$ cat config.mk
export PLATFORM = sky130hd
export DESIGN_NAME = amo_mem_responder_flat
export DESIGN_NICKNAME = d
export VERILOG_FILES = /design/src/rtl/amo_mem_responder_if.sv /design/src/rtl/amo_mem_responder.sv /design/src/flat_wrapper.sv
export SDC_FILE = /design/constraint.sdc
export NUM_CORES = 1
export LEC_CHECK = 0
export BUFFER_PORTS_ARGS = -buffer_cell sky130_fd_sc_hd__buf_2
export CORE_MARGIN = 1.5
export CORE_UTILIZATION = 25
export DETAILED_ROUTE_END_ITERATION = 16
export PLACE_DENSITY = 0.49
export SETUP_SLACK_MARGIN = 0.05
export SLEW_MARGIN = 10
export SYNTH_ARGS = -nofsm -noshare
export SYNTH_HDL_FRONTEND = slang
export SYNTH_SLANG_ARGS = --single-unit
$ cat constraint.sdc
create_clock -name clk -period 7.3 [get_ports clk]
set_clock_uncertainty 0.1 [all_clocks]
set_input_delay 0 -clock clk [delete_from_list [all_inputs] [get_ports clk]]
set_output_delay 0 -clock clk [all_outputs]
set_load 0.02 [all_outputs]
$ cat src/rtl/amo_mem_responder_if.sv
// Bundle of the atomic request/response, data-memory and snoop signals
// seen by amo_mem_responder. The slave modport is the responder's view;
// the master modport is the surrounding core/bus view.
interface amo_mem_responder_if #(
    parameter int XLEN = 32
);
    logic            req_valid;
    logic            req_ready;
    logic [4:0]      req_op;
    logic [XLEN-1:0] req_addr;
    logic [XLEN-1:0] req_wdata;
    logic            resp_valid;
    logic [XLEN-1:0] resp_rdata;
    logic            resp_err;
    logic            mem_req;
    logic            mem_we;
    logic [XLEN-1:0] mem_addr;
    logic [XLEN-1:0] mem_wdata;
    logic            mem_ack;
    logic [XLEN-1:0] mem_rdata;
    logic            snoop_valid;
    logic [XLEN-1:0] snoop_addr;

    modport slave (
        input  req_valid, req_op, req_addr, req_wdata,
        output req_ready, resp_valid, resp_rdata, resp_err,
        output mem_req, mem_we, mem_addr, mem_wdata,
        input  mem_ack, mem_rdata, snoop_valid, snoop_addr
    );

    modport master (
        output req_valid, req_op, req_addr, req_wdata,
        input  req_ready, resp_valid, resp_rdata, resp_err,
        input  mem_req, mem_we, mem_addr, mem_wdata,
        output mem_ack, mem_rdata, snoop_valid, snoop_addr
    );
endinterface

$ cat src/rtl/amo_mem_responder.sv
// RV32A memory-side responder: runs LR/SC/AMO against a single-port data
// memory and holds the hart's LR reservation (cleared by SC, snooped
// writes from other masters and matching AMO writes).
// Optional macro AMO_RESV_TIMEOUT_EN: reservation expires RESV_TIMEOUT
// cycles after it is set.
module amo_mem_responder #(
    parameter int XLEN         = 32,
    parameter int RESV_TIMEOUT = 64
) (
    input  logic                clk,
    input  logic                rst_n,
    amo_mem_responder_if.slave  bus
);
    localparam logic [1:0] S_IDLE = 2'd0, S_RD = 2'd1, S_WR = 2'd2, S_RESP = 2'd3;

    localparam logic [4:0] OP_ADD  = 5'b00000, OP_SWAP = 5'b00001, OP_LR   = 5'b00010,
                           OP_SC   = 5'b00011, OP_XOR  = 5'b00100, OP_OR   = 5'b01000,
                           OP_AND  = 5'b01100, OP_MIN  = 5'b10000, OP_MAX  = 5'b10100,
                           OP_MINU = 5'b11000, OP_MAXU = 5'b11100;

    logic [1:0]      state;
    logic [4:0]      op_q;
    logic [XLEN-1:0] addr_q;
    logic [XLEN-1:0] wdata_q;   // rs2 at accept, then the value to store
    logic [XLEN-1:0] result_q;
    logic            err_q;
    logic            resv_valid;
    logic [XLEN-3:0] resv_word;

    logic            op_known, sc_ok, snoop_resv, lr_set, amo_hit, sc_accept, resv_expire;
    logic            mem_req, mem_we, resp_valid;

    function automatic logic [XLEN-1:0] amo_alu(input logic [4:0] op,
                                                input logic [XLEN-1:0] a,
                                                input logic [XLEN-1:0] b);
        case (op)
            OP_ADD:  return a + b;
            OP_XOR:  return a ^ b;
            OP_OR:   return a | b;
            OP_AND:  return a & b;
            OP_MIN:  return ($signed(a) < $signed(b)) ? a : b;
            OP_MAX:  return ($signed(a) > $signed(b)) ? a : b;
            OP_MINU: return (a < b) ? a : b;
            OP_MAXU: return (a > b) ? a : b;
            default: return b;  // SWAP
        endcase
    endfunction

    // Decode which funct5 encodings this responder supports.
    always_comb begin
        op_known = 1'b0;
        case (bus.req_op)
            OP_ADD, OP_SWAP, OP_LR, OP_SC, OP_XOR, OP_OR, OP_AND,
            OP_MIN, OP_MAX, OP_MINU, OP_MAXU: op_known = 1'b1;
            default: op_known = 1'b0;
        endcase
    end

    // A snoop on the reserved word beats an SC accepted in the same cycle.
    assign snoop_resv = bus.snoop_valid && (bus.snoop_addr[XLEN-1:2] == resv_word);
    assign sc_ok      = resv_valid && (resv_word == bus.req_addr[XLEN-1:2]) && !snoop_resv;
    assign sc_accept  = (state == S_IDLE) && bus.req_valid && (bus.req_op == OP_SC);
    // A snoop to the LR address in the set cycle wins over the set.
    assign lr_set     = (state == S_RD) && bus.mem_ack && (op_q == OP_LR) &&
                        !(bus.snoop_valid && (bus.snoop_addr[XLEN-1:2] == addr_q[XLEN-1:2]));
    assign amo_hit    = (state == S_WR) && bus.mem_ack && (op_q != OP_SC) &&
                        (addr_q[XLEN-1:2] == resv_word);

`ifdef AMO_RESV_TIMEOUT_EN
    localparam int CW = $clog2(RESV_TIMEOUT + 1);
    logic [CW-1:0] resv_cnt;

    // Count down the reservation lifetime; expiry fires on its last live cycle.
    always_ff @(posedge clk or negedge rst_n) begin
        if (!rst_n)
            resv_cnt <= '0;
        else if (lr_set)
            resv_cnt <= CW'(RESV_TIMEOUT);
        else if (resv_valid && resv_cnt != '0)
            resv_cnt <= resv_cnt - CW'(1);
    end

    assign resv_expire = resv_valid && (resv_cnt == CW'(1));
`else
    logic unused_timeout;
    assign resv_expire    = 1'b0;
    assign unused_timeout = ^RESV_TIMEOUT;
`endif

    // Reservation: LR set has priority, then any clearing source.
    always_ff @(posedge clk or negedge rst_n) begin
        if (!rst_n) begin
            resv_valid <= 1'b0;
            resv_word  <= '0;
        end else if (lr_set) begin
            resv_valid <= 1'b1;
            resv_word  <= addr_q[XLEN-1:2];
        end else if (snoop_resv || sc_accept || amo_hit || resv_expire) begin
            resv_valid <= 1'b0;
        end
    end

    // Main sequencer: accept, read, modify/store, respond.
    always_ff @(posedge clk or negedge rst_n) begin
        if (!rst_n) begin
            state    <= S_IDLE;
            op_q     <= '0;
            addr_q   <= '0;
            wdata_q  <= '0;
            result_q <= '0;
            err_q    <= 1'b0;
        end else begin
            case (state)
                S_IDLE: if (bus.req_valid) begin
                    op_q     <= bus.req_op;
                    addr_q   <= bus.req_addr;
                    wdata_q  <= bus.req_wdata;
                    err_q    <= 1'b0;
                    result_q <= '0;
                    if (bus.req_addr[1:0] != 2'b00 || !op_known) begin
                        err_q <= 1'b1;
                        state <= S_RESP;
                    end else if (bus.req_op == OP_SC) begin
                        if (sc_ok) begin
                            state <= S_WR;
                        end else begin
                            result_q <= XLEN'(1);
                            state    <= S_RESP;
                        end
                    end else begin
                        state <= S_RD;
                    end
                end
                S_RD: if (bus.mem_ack) begin
                    result_q <= bus.mem_rdata;
                    if (op_q == OP_LR) begin
                        state <= S_RESP;
                    end else begin
                        wdata_q <= amo_alu(op_q, bus.mem_rdata, wdata_q);
                        state   <= S_WR;
                    end
                end
                S_WR:   if (bus.mem_ack) state <= S_RESP;
                default: state <= S_IDLE;
            endcase
        end
    end

    assign mem_req    = (state == S_RD) || (state == S_WR);
    assign mem_we     = (state == S_WR);
    assign resp_valid = (state == S_RESP);

    assign bus.req_ready  = (state == S_IDLE);
    assign bus.mem_req    = mem_req;
    assign bus.mem_we     = mem_we;
    assign bus.mem_addr   = mem_req ? addr_q : '0;
    assign bus.mem_wdata  = mem_we ? wdata_q : '0;
    assign bus.resp_valid = resp_valid;
    assign bus.resp_rdata = resp_valid ? result_q : '0;
    assign bus.resp_err   = resp_valid && err_q;

    logic unused_bits;
    assign unused_bits = ^bus.snoop_addr[1:0];
endmodule

$ cat src/flat_wrapper.sv
// flat-port wrapper written by rule: the top's interface ports become plain ports
module amo_mem_responder_flat 
#(
    parameter int XLEN         = 32,
    parameter int RESV_TIMEOUT = 64
)
  (clk, rst_n, bus_req_valid, bus_req_op, bus_req_addr, bus_req_wdata, bus_req_ready, bus_resp_valid, bus_resp_rdata, bus_resp_err, bus_mem_req, bus_mem_we, bus_mem_addr, bus_mem_wdata, bus_mem_ack, bus_mem_rdata, bus_snoop_valid, bus_snoop_addr);
  amo_mem_responder_if #(.XLEN(XLEN)) bus_i ();
  input  logic clk;
  input  logic rst_n;
  input wire logic [$bits(bus_i.req_valid)-1:0] bus_req_valid;
  input wire logic [$bits(bus_i.req_op)-1:0] bus_req_op;
  input wire logic [$bits(bus_i.req_addr)-1:0] bus_req_addr;
  input wire logic [$bits(bus_i.req_wdata)-1:0] bus_req_wdata;
  output wire logic [$bits(bus_i.req_ready)-1:0] bus_req_ready;
  output wire logic [$bits(bus_i.resp_valid)-1:0] bus_resp_valid;
  output wire logic [$bits(bus_i.resp_rdata)-1:0] bus_resp_rdata;
  output wire logic [$bits(bus_i.resp_err)-1:0] bus_resp_err;
  output wire logic [$bits(bus_i.mem_req)-1:0] bus_mem_req;
  output wire logic [$bits(bus_i.mem_we)-1:0] bus_mem_we;
  output wire logic [$bits(bus_i.mem_addr)-1:0] bus_mem_addr;
  output wire logic [$bits(bus_i.mem_wdata)-1:0] bus_mem_wdata;
  input wire logic [$bits(bus_i.mem_ack)-1:0] bus_mem_ack;
  input wire logic [$bits(bus_i.mem_rdata)-1:0] bus_mem_rdata;
  input wire logic [$bits(bus_i.snoop_valid)-1:0] bus_snoop_valid;
  input wire logic [$bits(bus_i.snoop_addr)-1:0] bus_snoop_addr;
  assign bus_i.req_valid = bus_req_valid;
  assign bus_i.req_op = bus_req_op;
  assign bus_i.req_addr = bus_req_addr;
  assign bus_i.req_wdata = bus_req_wdata;
  assign bus_req_ready = bus_i.req_ready;
  assign bus_resp_valid = bus_i.resp_valid;
  assign bus_resp_rdata = bus_i.resp_rdata;
  assign bus_resp_err = bus_i.resp_err;
  assign bus_mem_req = bus_i.mem_req;
  assign bus_mem_we = bus_i.mem_we;
  assign bus_mem_addr = bus_i.mem_addr;
  assign bus_mem_wdata = bus_i.mem_wdata;
  assign bus_i.mem_ack = bus_mem_ack;
  assign bus_i.mem_rdata = bus_mem_rdata;
  assign bus_i.snoop_valid = bus_snoop_valid;
  assign bus_i.snoop_addr = bus_snoop_addr;
  amo_mem_responder #(.XLEN(XLEN), .RESV_TIMEOUT(RESV_TIMEOUT)) u_core (.clk(clk), .rst_n(rst_n), .bus(bus_i));
endmodule
==> Word level (Yosys, flattened, before mapping) <==
Memories as Yosys holds them, arrays and structs flattened.
Index checks and enable logic that the tools add are counted.
{ "totals": {"register_bits": 135, "rom_bits": 32, "input_bits": 138, "out_inout_bits": 101, "word_cells": 101, "n_memories": 1} }
{ "mem_list": {"columns": ["memory", "words", "word_bits", "read_ports", "rd_ports_with_merged_regs", "wr", "line", "text"], "rows": [
  ["(no name shown)", 32, 1, 1, 0, 0, "amo_mem_responder.sv:52", "case (bus.req_op)"]
]} }
{ "op_classes": {"n_addsub": 1, "magnitude_cmp": 4, "eq_ne": 26, "mux": 29, "bitwise_logic": 3, "n_reduce_logical": 29} }
{ "op_table": {"columns": ["op", "n"], "rows": [
  ["2-to-1 mux 32 bit", 14],
  ["one-hot mux 32 bit (8 select lines)", 1],
  ["one-hot mux 32 bit (2 select lines)", 2],
  ["equality test 30 bit", 4],
  ["> comparator 32 bit", 2],
  ["less-than comparator 32 bit", 2],
  ["adder 32 bit", 1],
  ["AND 32 bit", 1],
  ["bitwise OR 32 bit", 1],
  ["XOR 32 bit", 1],
  ["equality test 5 bit, second input constant", 4],
  ["logical AND 1 bit", 13],
  ["inequality test 3 bit, second input constant", 4],
  ["equality test 5 x 2 -> 1 bit, second input constant", 2],
  ["equality test 5 x 4 -> 1 bit, second input constant", 2],
  ["2-to-1 mux 2 bit", 5],
  ["inequality test 9 bit, second input constant", 1],
  ["AND reduction 9 bit", 1],
  ["inequality test 2 bit, second input constant", 4],
  ["2-to-1 mux 1 bit", 6],
  ["one-hot mux 2 bit (3 select lines)", 1],
  ["AND reduction 3 bit", 2],
  ["nonzero test 2 bit", 3],
  ["equality test 5 x 3 -> 1 bit, second input constant", 1],
  ["8 further kinds", 14]
]} }

==> Depth between registers and ports, before layout <==
Gate-level depths: netlist (run 1).
{ "depth": {"ltp_word": 9, "ltp_mapped": 13, "ltp_nobuf": 12} }

==> Worst setup path after synthesis (run 1) <==
No wires, ideal clock.
{ "synth_timing": {"path_type": "register to register", "startpoint": "register u_core.wdata_q[28]", "endpoint": "register u_core.wdata_q[16]", "setup_ns": 0.125, "t_arrival_ns": 2.944, "t_required_ns": 7.075, "setup_slack_ns": 4.131, "path_stages_with_launch": 12, "path_buffers": 1, "period_less_slack_ns": 3.169, "cell_sequence": "dfrtp_1 -> inv_1 -> ha_1 -> nor4_4 -> nand4_1 -> nor4b_2 -> o41ai_2 -> and3_4 -> o31a_1 -> o211ai_4 -> buf_6 -> mux2_2"} }
{ "synth_between": {"elab_chain_cells": 3, "elab_cells_between_ends": 9, "cone_classes": "4 x order compare; 4 x eq/ne; 1 x reduce/logical"} }
{ "synth_lines": {"columns": ["item", "line", "text"], "rows": [
  ["start: declaration", "amo_mem_responder.sv:24", "logic [XLEN-1:0] wdata_q;"],
  ["start signal: assignment", "amo_mem_responder.sv:117", "wdata_q <= bus.req_wdata;"],
  ["start signal: assignment", "amo_mem_responder.sv:139", "wdata_q <= amo_alu(op_q, bus.mem_rdata, wdata_q);"],
  ["> comparator 32 bit, or another cell as far along", "amo_mem_responder.sv:44", "OP_MAXU: return (a > b) ? a : b;"],
  ["inequality test 3 bit (no line)", null, null],
  ["AND reduction 9 bit (no line) (*)", null, null]
]} }
Every way passes the cells marked *; elsewhere a longest branch is shown, timed or not.
A chain may end at the register's enable or synchronous reset.

==> Worst setup path after layout (run 1) <==
{ "layout_timing": {"startpoint": "register u_core.wdata_q[28]", "endpoint": "register u_core.wdata_q[11]"} }
The elaborated chain is that of the path after synthesis.

==> results.cfg, run 1 <==
[synth]
synthesis.area_sq_mm = 0.0116
yosysSeqAreaShare = 0.291
number_of_enable_flip_flop_cells_after_synthesis = 0
yosys.cell_count.top_type = sky130_fd_sc_hd__dfrtp_1
syn_nets = 1573
syn_inst = 1334
synth_simple_gate_area_share = 0.180
synth_seq_cells = 135
synth-compound-area-share = 0.196
synth_commonest_cells = sky130_fd_sc_hd__dfrtp_1, sky130_fd_sc_hd__and2_1, sky130_fd_sc_hd__nand2_1
synth.top_cell.area_share = 0.291
synth-async-reset-ratio = 1.00
postSynthAreaPerCell_sq_um = 8.69
yosys.area.top_type = sky130_fd_sc_hd__dfrtp_1
predominant_post_synthesis_flop_cell = sky130_fd_sc_hd__dfrtp_1
post_synth_num_cell_types = 69
synth_top_family_by_area = compound AO/OA/AOI/OAI gates
synth-xor-area-share = 0.0967
synth_fa_ha_area_frac = 0.110
synthesis.yosys.warnings = 0
mux_cell_area_share_after_synthesis = 0.0697
ys_top_cells_by_area = sky130_fd_sc_hd__dfrtp_1, sky130_fd_sc_hd__ha_1, sky130_fd_sc_hd__mux2_2

[worst_setup_path]
worstSetupEndpointType = register
setup.worst_path.start = u_core.wdata_q[28]$_DFFE_PN0P_
timing.critical_path.buf_inv = 3
critical_path_peak_fanout = 50
critPathSlowestCell = sky130_fd_sc_hd__buf_4
cp_slowest_stage_delay_ns = 0.57
timing.critical_path.cells = inv_1 > ha_1 > nor4_4 > nand4_1 > nor4b_2 > o41ai_2 > and3_4 > o31a_1 > o211ai_4 > buf_4 > o31ai_1 > dlygate4sd3_1
crit-reg2reg-launch = u_core.wdata_q[28]$_DFFE_PN0P_
path_class = reg -> reg
cp.required_ns = 7.57
crit_family = simple AND/OR/NAND/NOR gates
cp.arrival_ns = 4.94
startpoint_type = register

[final_layout]
flow.area_growth_from_synthesis_pct = 30.4
antennaDiodeCount = 0
regArea_sq_mm = 0.00338
fillCellCount = 4792
layout.cell_area.non_filler_sq_mm = 0.0151
footprint_of_the_multi_input_gates_sq_mm = 0.00758
fin_nets = 1878
drive_gt1_frac = 0.225

[routing]
detail_route.wirelength_um = 42400
routed_wire_length_per_instance_um = 18.8
detailroute.via_count = 10948
drt-vias-per-instance = 4.86
first_iter_violations = 618
drc = 0
detail-route-antenna-nets = 0
detail_route.first_pass.iterations = 5

[floorplanning]
ios = 239
floorplan.initialDensity = 0.254
core_region_area_sq_mm = 0.0456
num_rows = 78
dieArea_sq_mm = 0.0477
die_height_um = 218
die_w_um = 218

[clock_network]
holdBufCountCts = 118
clock_insertion_delay_worst_skew_ns = 0.49
cts_resized = 0
cts_root_buf = sky130_fd_sc_hd__clkbuf_16
clock_tree_from_tritoncts = yes
cts_setup_buffers = 0
clock_net_sink_count = 135
ctsLongestPathBuffers = 2
cts-buffers-inserted = 17
clock_pin_slew_worst_setup_and_hold_paths_ns = 0.07
htree_num_levels = 4

[power]
power_frac_clock = 0.153
switching_share = 0.499
pwr-share-seq = 0.239
vdd_ir_drop_max_uv = 250
power.density_cell_area_mw_per_mm2 = 417
p_leak_nw = 7.03
total_power_mw = 6.31
comb_power_share = 0.608
p_int_mw = 3.16
power_switching_mw = 3.14

[sta]
fin_tns_setup_ns = 0
setup_slack_ns = 2.63
timing.final.crit_share = 0.640
finalSetupViolCount = 0
worst_slew_margin_rel = 0.242
grt_setup_unrepaired = false
tightestPinTransition_ns = 1.14
report.final.hold_viol_count = 0
final_max_slew_viol_count = 0
maxClockFrequency_ghz = 0.214
final.min_clock_period_ns = 4.67

[min_path]
type_of_the_most_critical_hold_path = in -> async

[placed_design]
pre_cts_slack_ns = 2.93
placement.io_buffers = 236
dp_hpwl_um = 30000
placement.cell_area_sq_mm = 0.0133
place_congestion = 0.884

[grt]
via_count_of_the_first_global_routing_pass = 11098
initial_antenna_violation_count = 0
grt_pass1_wl_um = 64700
grt_usage = 0.179
grt.overflow.total = 0
largest_net_degree_at_the_start_of_global_routing = 81

[run_status]
outcome = finished, final reports clean

[run]
max_cap_viol_count = 0
worst register-to-register path, stage by stage, from the launching register on:
cell and delay [ns]:
sky130_fd_sc_hd__dfrtp_1 0.37, sky130_fd_sc_hd__inv_1 0.08, sky130_fd_sc_hd__ha_1 0.39, sky130_fd_sc_hd__nor4_4 0.39, sky130_fd_sc_hd__nand4_1 0.22, sky130_fd_sc_hd__nor4b_2 0.45, sky130_fd_sc_hd__o41ai_2 0.24, sky130_fd_sc_hd__and3_4 0.24
sky130_fd_sc_hd__o31a_1 0.31, sky130_fd_sc_hd__o211ai_4 0.44, sky130_fd_sc_hd__buf_4 0.57, sky130_fd_sc_hd__o31ai_1 0.17, sky130_fd_sc_hd__dlygate4sd3_1 0.57
cells by family after synthesis:
kind of cell | after synthesis
AOI/OAI and AO/OA | 329
muxes | 72
DFF | 135
and+or+nand+nor | 401
adders and majority gates | 101
buffers and inverters | 168
xor gates and xnor gates | 128
worst paths after layout:
check	end	slack, ns	cells after the start
hold reg to reg	u_core.result_q[14]$_DFFE_PN0P_	0.39	1
min in group clk	u_core.addr_q[25]$_DFFE_PN0P_	0.20	3
hold / removal	u_core.result_q[11]$_DFFE_PN0P_	0.07	2
max in group asynchronous	u_core.addr_q[8]$_DFFE_PN0P_	5.74	3
setup reg to reg	u_core.wdata_q[11]$_DFFE_PN0P_	2.63	12
setup / recovery	u_core.wdata_q[11]$_DFFE_PN0P_	2.63	12
stage by stage:
stage | hold slack (ns) | std cells | utilization
after floorplan | -0.396 | 1334 | -
after global placement | 0.0605 | 2102 | 0.292
after detailed placement | 0.0532 | 2102 | 0.292
after CTS | 0.0765 | 2252 | 0.332
after global routing | 0.138 | 2252 | 0.332
final | 0.0683 | 2252 | 0.332
flip-flops by register name, summed over array words and instances (netlist names):
name and cells:
u_core.result_q 32, u_core.resv_word 30, u_core.addr_q 32, u_core.wdata_q 32
u_core.state 2, u_core.err_q 1, u_core.op_q 5, u_core.resv_valid 1
final cells by class:
class	count	area share
Timing Repair Buffer	365	0.162
Clock inverter	15	0.0134
Sequential cell	135	0.223
Tap cell	600	0.0496
Inverter	89	0.0221
Clock buffer	17	0.0281
Multi-Input combinational cell	1031	0.501
power groups by stage:
stage	logic [mW]	registers (mW)	clock network [mW]
after floorplan	2.71	1.36	0
after global placement	3.70	1.50	0
after detailed placement	3.72	1.51	0
after CTS	3.86	1.50	1.01
after global routing	4.21	1.56	1.03
final	3.83	1.51	0.967
cell usage in the layout (no fill, tap or decap), drive strengths merged, types with 49 or more instances in the layout:
master	instances
a21oi	72
and2	102
buf	247
dfrtp	135
dlygate4sd3	118
ha	100
inv	99
mux2	70
nand2	102
nor2	74
o21ai	71
xnor2	79
xor2	49
layer usage:
layer  vias to the layer above  wire (um)  track usage
met5                         -          0            0
met4                         0       1010       0.0694
met3                        49       2220       0.0330
met2                       333      19900        0.295
met1                      5270      19300        0.230
li1                       5296          -            -
No activity file was read; power rests on OpenSTA's default activity.
==> run 2: changes to the inputs <==
--- a/config.mk
+++ b/config.mk
@@ -5,11 +5,12 @@
 export SDC_FILE = /design/constraint.sdc
 export NUM_CORES = 1
 export LEC_CHECK = 0
+export ABC_AREA = 1
 export BUFFER_PORTS_ARGS = -buffer_cell sky130_fd_sc_hd__buf_2
 export CORE_MARGIN = 1.5
 export CORE_UTILIZATION = 25
 export DETAILED_ROUTE_END_ITERATION = 16
-export PLACE_DENSITY = 0.49
+export PLACE_DENSITY = 0.5
 export SETUP_SLACK_MARGIN = 0.05
 export SLEW_MARGIN = 10
 export SYNTH_ARGS = -nofsm -noshare
==> constraint.sdc (replaced) <==
create_clock -name clk -period 4.2 [get_ports clk]
set_clock_uncertainty 0.1 [all_clocks]
set_input_delay 0 -clock clk [delete_from_list [all_inputs] [get_ports clk]]
set_output_delay 0 -clock clk [all_outputs]
set_load 0.02 [all_outputs]
==> run 2 against run 1 <==
  * The run now ends with negative hold slack left
  * Combinational power grew 74%
  * Total power grew 72%
  * Wire length up 18%
  * Area after synthesis increased by 3.3%
  * Cell area is 2.3% higher
  * Synthesized cell count increased by 38%
  * Worst setup slack got worse by 2.0 ns
  * Critical path depth up 1
  * Highest routed layer is now met5
==> results.cfg, run 2 <==
[sta]
worst_slew_margin_rel = 0.242
report.final.hold_viol_count = 6
hold_slack_ns = -0.0171
finalSetupViolCount = 0
fin_tns_setup_ns = 0
setup_slack_ns = 0.629
final_max_slew_viol_count = 0
grt_setup_unrepaired = false
timing.final.crit_share = 0.850
tightestPinTransition_ns = 1.14
maxClockFrequency_ghz = 0.280
final.min_clock_period_ns = 3.57

[worst_setup_path]
path_class = reg -> reg
timing.critical_path.cells = nor2_1 > inv_1 > nor2_1 > nand3_1 > buf_4 > o21ai_0 > a21oi_1 > o21ai_0 > o21ai_0 > nand2_1 > dlygate4sd3_1 > nand2_1 > nand2_1
regToRegEndpoint = u_core.wdata_q[7]$_DFFE_PN0P_
startpoint_type = register
critical_path_peak_fanout = 18
crit-reg2reg-launch = u_core.op_q[0]$_DFFE_PN0P_
critPathSlowestCell = sky130_fd_sc_hd__nand3_1
cp_slowest_stage_delay_ns = 0.57
r2r.worst_path.cells = 13
cp.arrival_ns = 3.89
cp.required_ns = 4.52
regToRegSetupSlack_ns = 0.63
worstSetupEndpointType = register

[routing]
detail_route.wirelength_um = 50100
detail-route-antenna-nets = 0
detailroute.via_count = 13309
detail_route.first_pass.iterations = 5
drc = 0
routed_wire_length_per_instance_um = 18.0
drt-vias-per-instance = 4.77
first_iter_violations = 846

[run]
max_cap_viol_count = 0

[final_layout]
fin_nets = 2398
mostFrequentLayoutCell = sky130_fd_sc_hd__nand2_1
post-route-util = 0.325
layout_top_registers = u_core.addr_q: 32 flops, u_core.result_q: 32 flops, u_core.wdata_q: 32 flops
drive_gt1_frac = 0.138
flow.area_growth_from_synthesis_pct = 29.2
layout.cell_area.non_filler_sq_mm = 0.0155
commonest_cells_after_routing_fill_and_taps_aside = sky130_fd_sc_hd__nand2_1, sky130_fd_sc_hd__inv_1, sky130_fd_sc_hd__buf_2, sky130_fd_sc_hd__o21ai_0, sky130_fd_sc_hd__dfrtp_1

[synth]
yosysSeqAreaShare = 0.282
syn_inst = 1840
synthesis.area_sq_mm = 0.0120
postSynthAreaPerCell_sq_um = 6.51
synth.top_cell.area_share = 0.282
predominant_post_synthesis_flop_cell = sky130_fd_sc_hd__dfrtp_1
syn_nets = 2079
ys_top_cells_by_area = sky130_fd_sc_hd__dfrtp_1, sky130_fd_sc_hd__nand2_1, sky130_fd_sc_hd__ha_1
synthesis.yosys.warnings = 0
yosys.area.top_type = sky130_fd_sc_hd__dfrtp_1
synth_seq_cells = 135
synth_commonest_cells = sky130_fd_sc_hd__nand2_1, sky130_fd_sc_hd__inv_1, sky130_fd_sc_hd__o21ai_0
yosys.cell_count.top_type = sky130_fd_sc_hd__nand2_1
post_synth_num_cell_types = 48
synth-async-reset-ratio = 1.00
number_of_enable_flip_flop_cells_after_synthesis = 0

[clock_network]
cts-buffers-inserted = 17
htree_num_levels = 4
clock_tree_from_tritoncts = yes
clock_insertion_delay_worst_skew_ns = 0.48
clock_pin_slew_worst_setup_and_hold_paths_ns = 0.07
clock_net_sink_count = 135
ctsLongestPathBuffers = 2
cts_setup_buffers = 0
cts_root_buf = sky130_fd_sc_hd__clkbuf_16

[placed_design]
placement.cell_area_sq_mm = 0.0138
dp_hpwl_um = 37800
place_congestion = 0.944
placement.io_buffers = 236
pre_cts_slack_ns = 0.914

[power]
power_switching_mw = 5.89
comb_power_share = 0.616
switching_share = 0.545
power.density_cell_area_mw_per_mm2 = 699
total_power_mw = 10.8
pwr-share-seq = 0.239
power_frac_clock = 0.145
p_leak_nw = 8.57
p_int_mw = 4.93
vdd_ir_drop_max_uv = 328

[grt]
largest_net_degree_at_the_start_of_global_routing = 65
grt.overflow.total = 0
initial_antenna_violation_count = 4
grt_pass1_wl_um = 76200
grt_usage = 0.203
via_count_of_the_first_global_routing_pass = 13107

[run_status]
violations_in_the_final_reports = negative hold slack
outcome = complete, but fails checks

[floorplanning]
die_w_um = 222
ios = 239
floorplan.initialDensity = 0.252
die_height_um = 222
num_rows = 80
dieArea_sq_mm = 0.0492
core_region_area_sq_mm = 0.0475

[min_path]
type_of_the_most_critical_hold_path = in -> async
[run 2: changes by cell type in the layout (fill, tap and decap cells not counted), moves of 44 or more]
| cell | before | now |
|---|---|---|
| sky130_fd_sc_hd__xnor2_1 | 79 | 19 |
| sky130_fd_sc_hd__mux2_2 | 70 | 0 |
| sky130_fd_sc_hd__o22ai_1 | 2 | 46 |
| sky130_fd_sc_hd__nand2_1 | 101 | 537 |
| sky130_fd_sc_hd__and2_1 | 101 | 0 |
| sky130_fd_sc_hd__nor2_1 | 74 | 123 |
| sky130_fd_sc_hd__o21ai_0 | 71 | 157 |
| sky130_fd_sc_hd__inv_1 | 89 | 303 |
| sky130_fd_sc_hd__nand3_1 | 20 | 93 |
[run 2: cell families (layout without fill, tap and decap cells)]
family | Yosys count | count (layout) | synth area share
and+or+nand+nor | 819 | 819 | 0.281
buffers and inverters | 370 | 702 | 0.118
AOI/OAI and AO/OA | 363 | 363 | 0.174
DFF | 135 | 135 | 0.282
adders and majority gates | 101 | 101 | 0.106
xor gates and xnor gates | 52 | 52 | 0.0380
other | 0 | 1 | 0
[run 2: per-stage QoR]
step / std cells / hold slack, ns
after CTS: 2787 / 0.00270
after detailed placement: 2647 / -0.0484
after global routing: 2788 / 0.0329
final: 2788 / -0.0171
after floorplan: 1840 / -0.396
after global placement: 2647 / -0.0513
[run 2: critical path, delay by kind of cell, from the launching register on]
family,cells,cell delay [ns]
compound gates,4,0.44
buf+inv,3,1.17
flops,1,0.43
simple gates,6,1.37
[run 2: cell type report]
cell class                      instances  area, sq um
Antenna cell                            1         2.50
Clock buffer                           22          464
Clock inverter                         10          120
Fill cell                            5246        32100
Inverter                              309         1160
Multi-Input combinational cell       1335         7180
Sequential cell                       135         3380
Tap cell                              615          769
Timing Repair Buffer                  361         2400
[run 2: what timing repair did]
item | CTS | global route
gates resized for setup | 0 | 0
hold endpoints to repair | 176 | 0
hold buffers | 108 | 0
[run 2: metal layers]
metal / global-route usage / part of all wire
met5: 0 / 0.00040
met4: 0.0616 / 0.021
met3: 0.0480 / 0.058
met2: 0.328 / 0.46
met1: 0.268 / 0.46
[run 2: power by group through the flow]
stage | registers, mW | clock network, mW | logic [mW]
detailed placement | 2.59 | 0 | 6.53
global placement | 2.58 | 0 | 6.47
finish | 2.59 | 1.57 | 6.67
global route | 2.67 | 1.65 | 7.46
floorplan | 2.33 | 0 | 4.51
CTS | 2.57 | 1.61 | 6.67
[run 2: how the worst max path moves through the flow]
stage / start / endpoint / slack (ns) / depth (start not counted)
6_report: u_core.op_q[0]$_DFFE_PN0P_ / u_core.wdata_q[7]$_DFFE_PN0P_ / 0.63 / 13
5_1_grt: u_core.op_q[0]$_DFFE_PN0P_ / u_core.wdata_q[7]$_DFFE_PN0P_ / 0.35 / 13
4_1_cts: u_core.op_q[0]$_DFFE_PN0P_ / u_core.wdata_q[7]$_DFFE_PN0P_ / 0.71 / 13
3_5_place_dp: u_core.wdata_q[0]$_DFFE_PN0P_ / u_core.wdata_q[22]$_DFFE_PN0P_ / 0.91 / 14
3_3_place_gp: u_core.wdata_q[0]$_DFFE_PN0P_ / u_core.wdata_q[22]$_DFFE_PN0P_ / 0.94 / 14
2_1_floorplan: u_core.wdata_q[0]$_DFFE_PN0P_ / u_core.wdata_q[14]$_DFFE_PN0P_ / 1.85 / 14
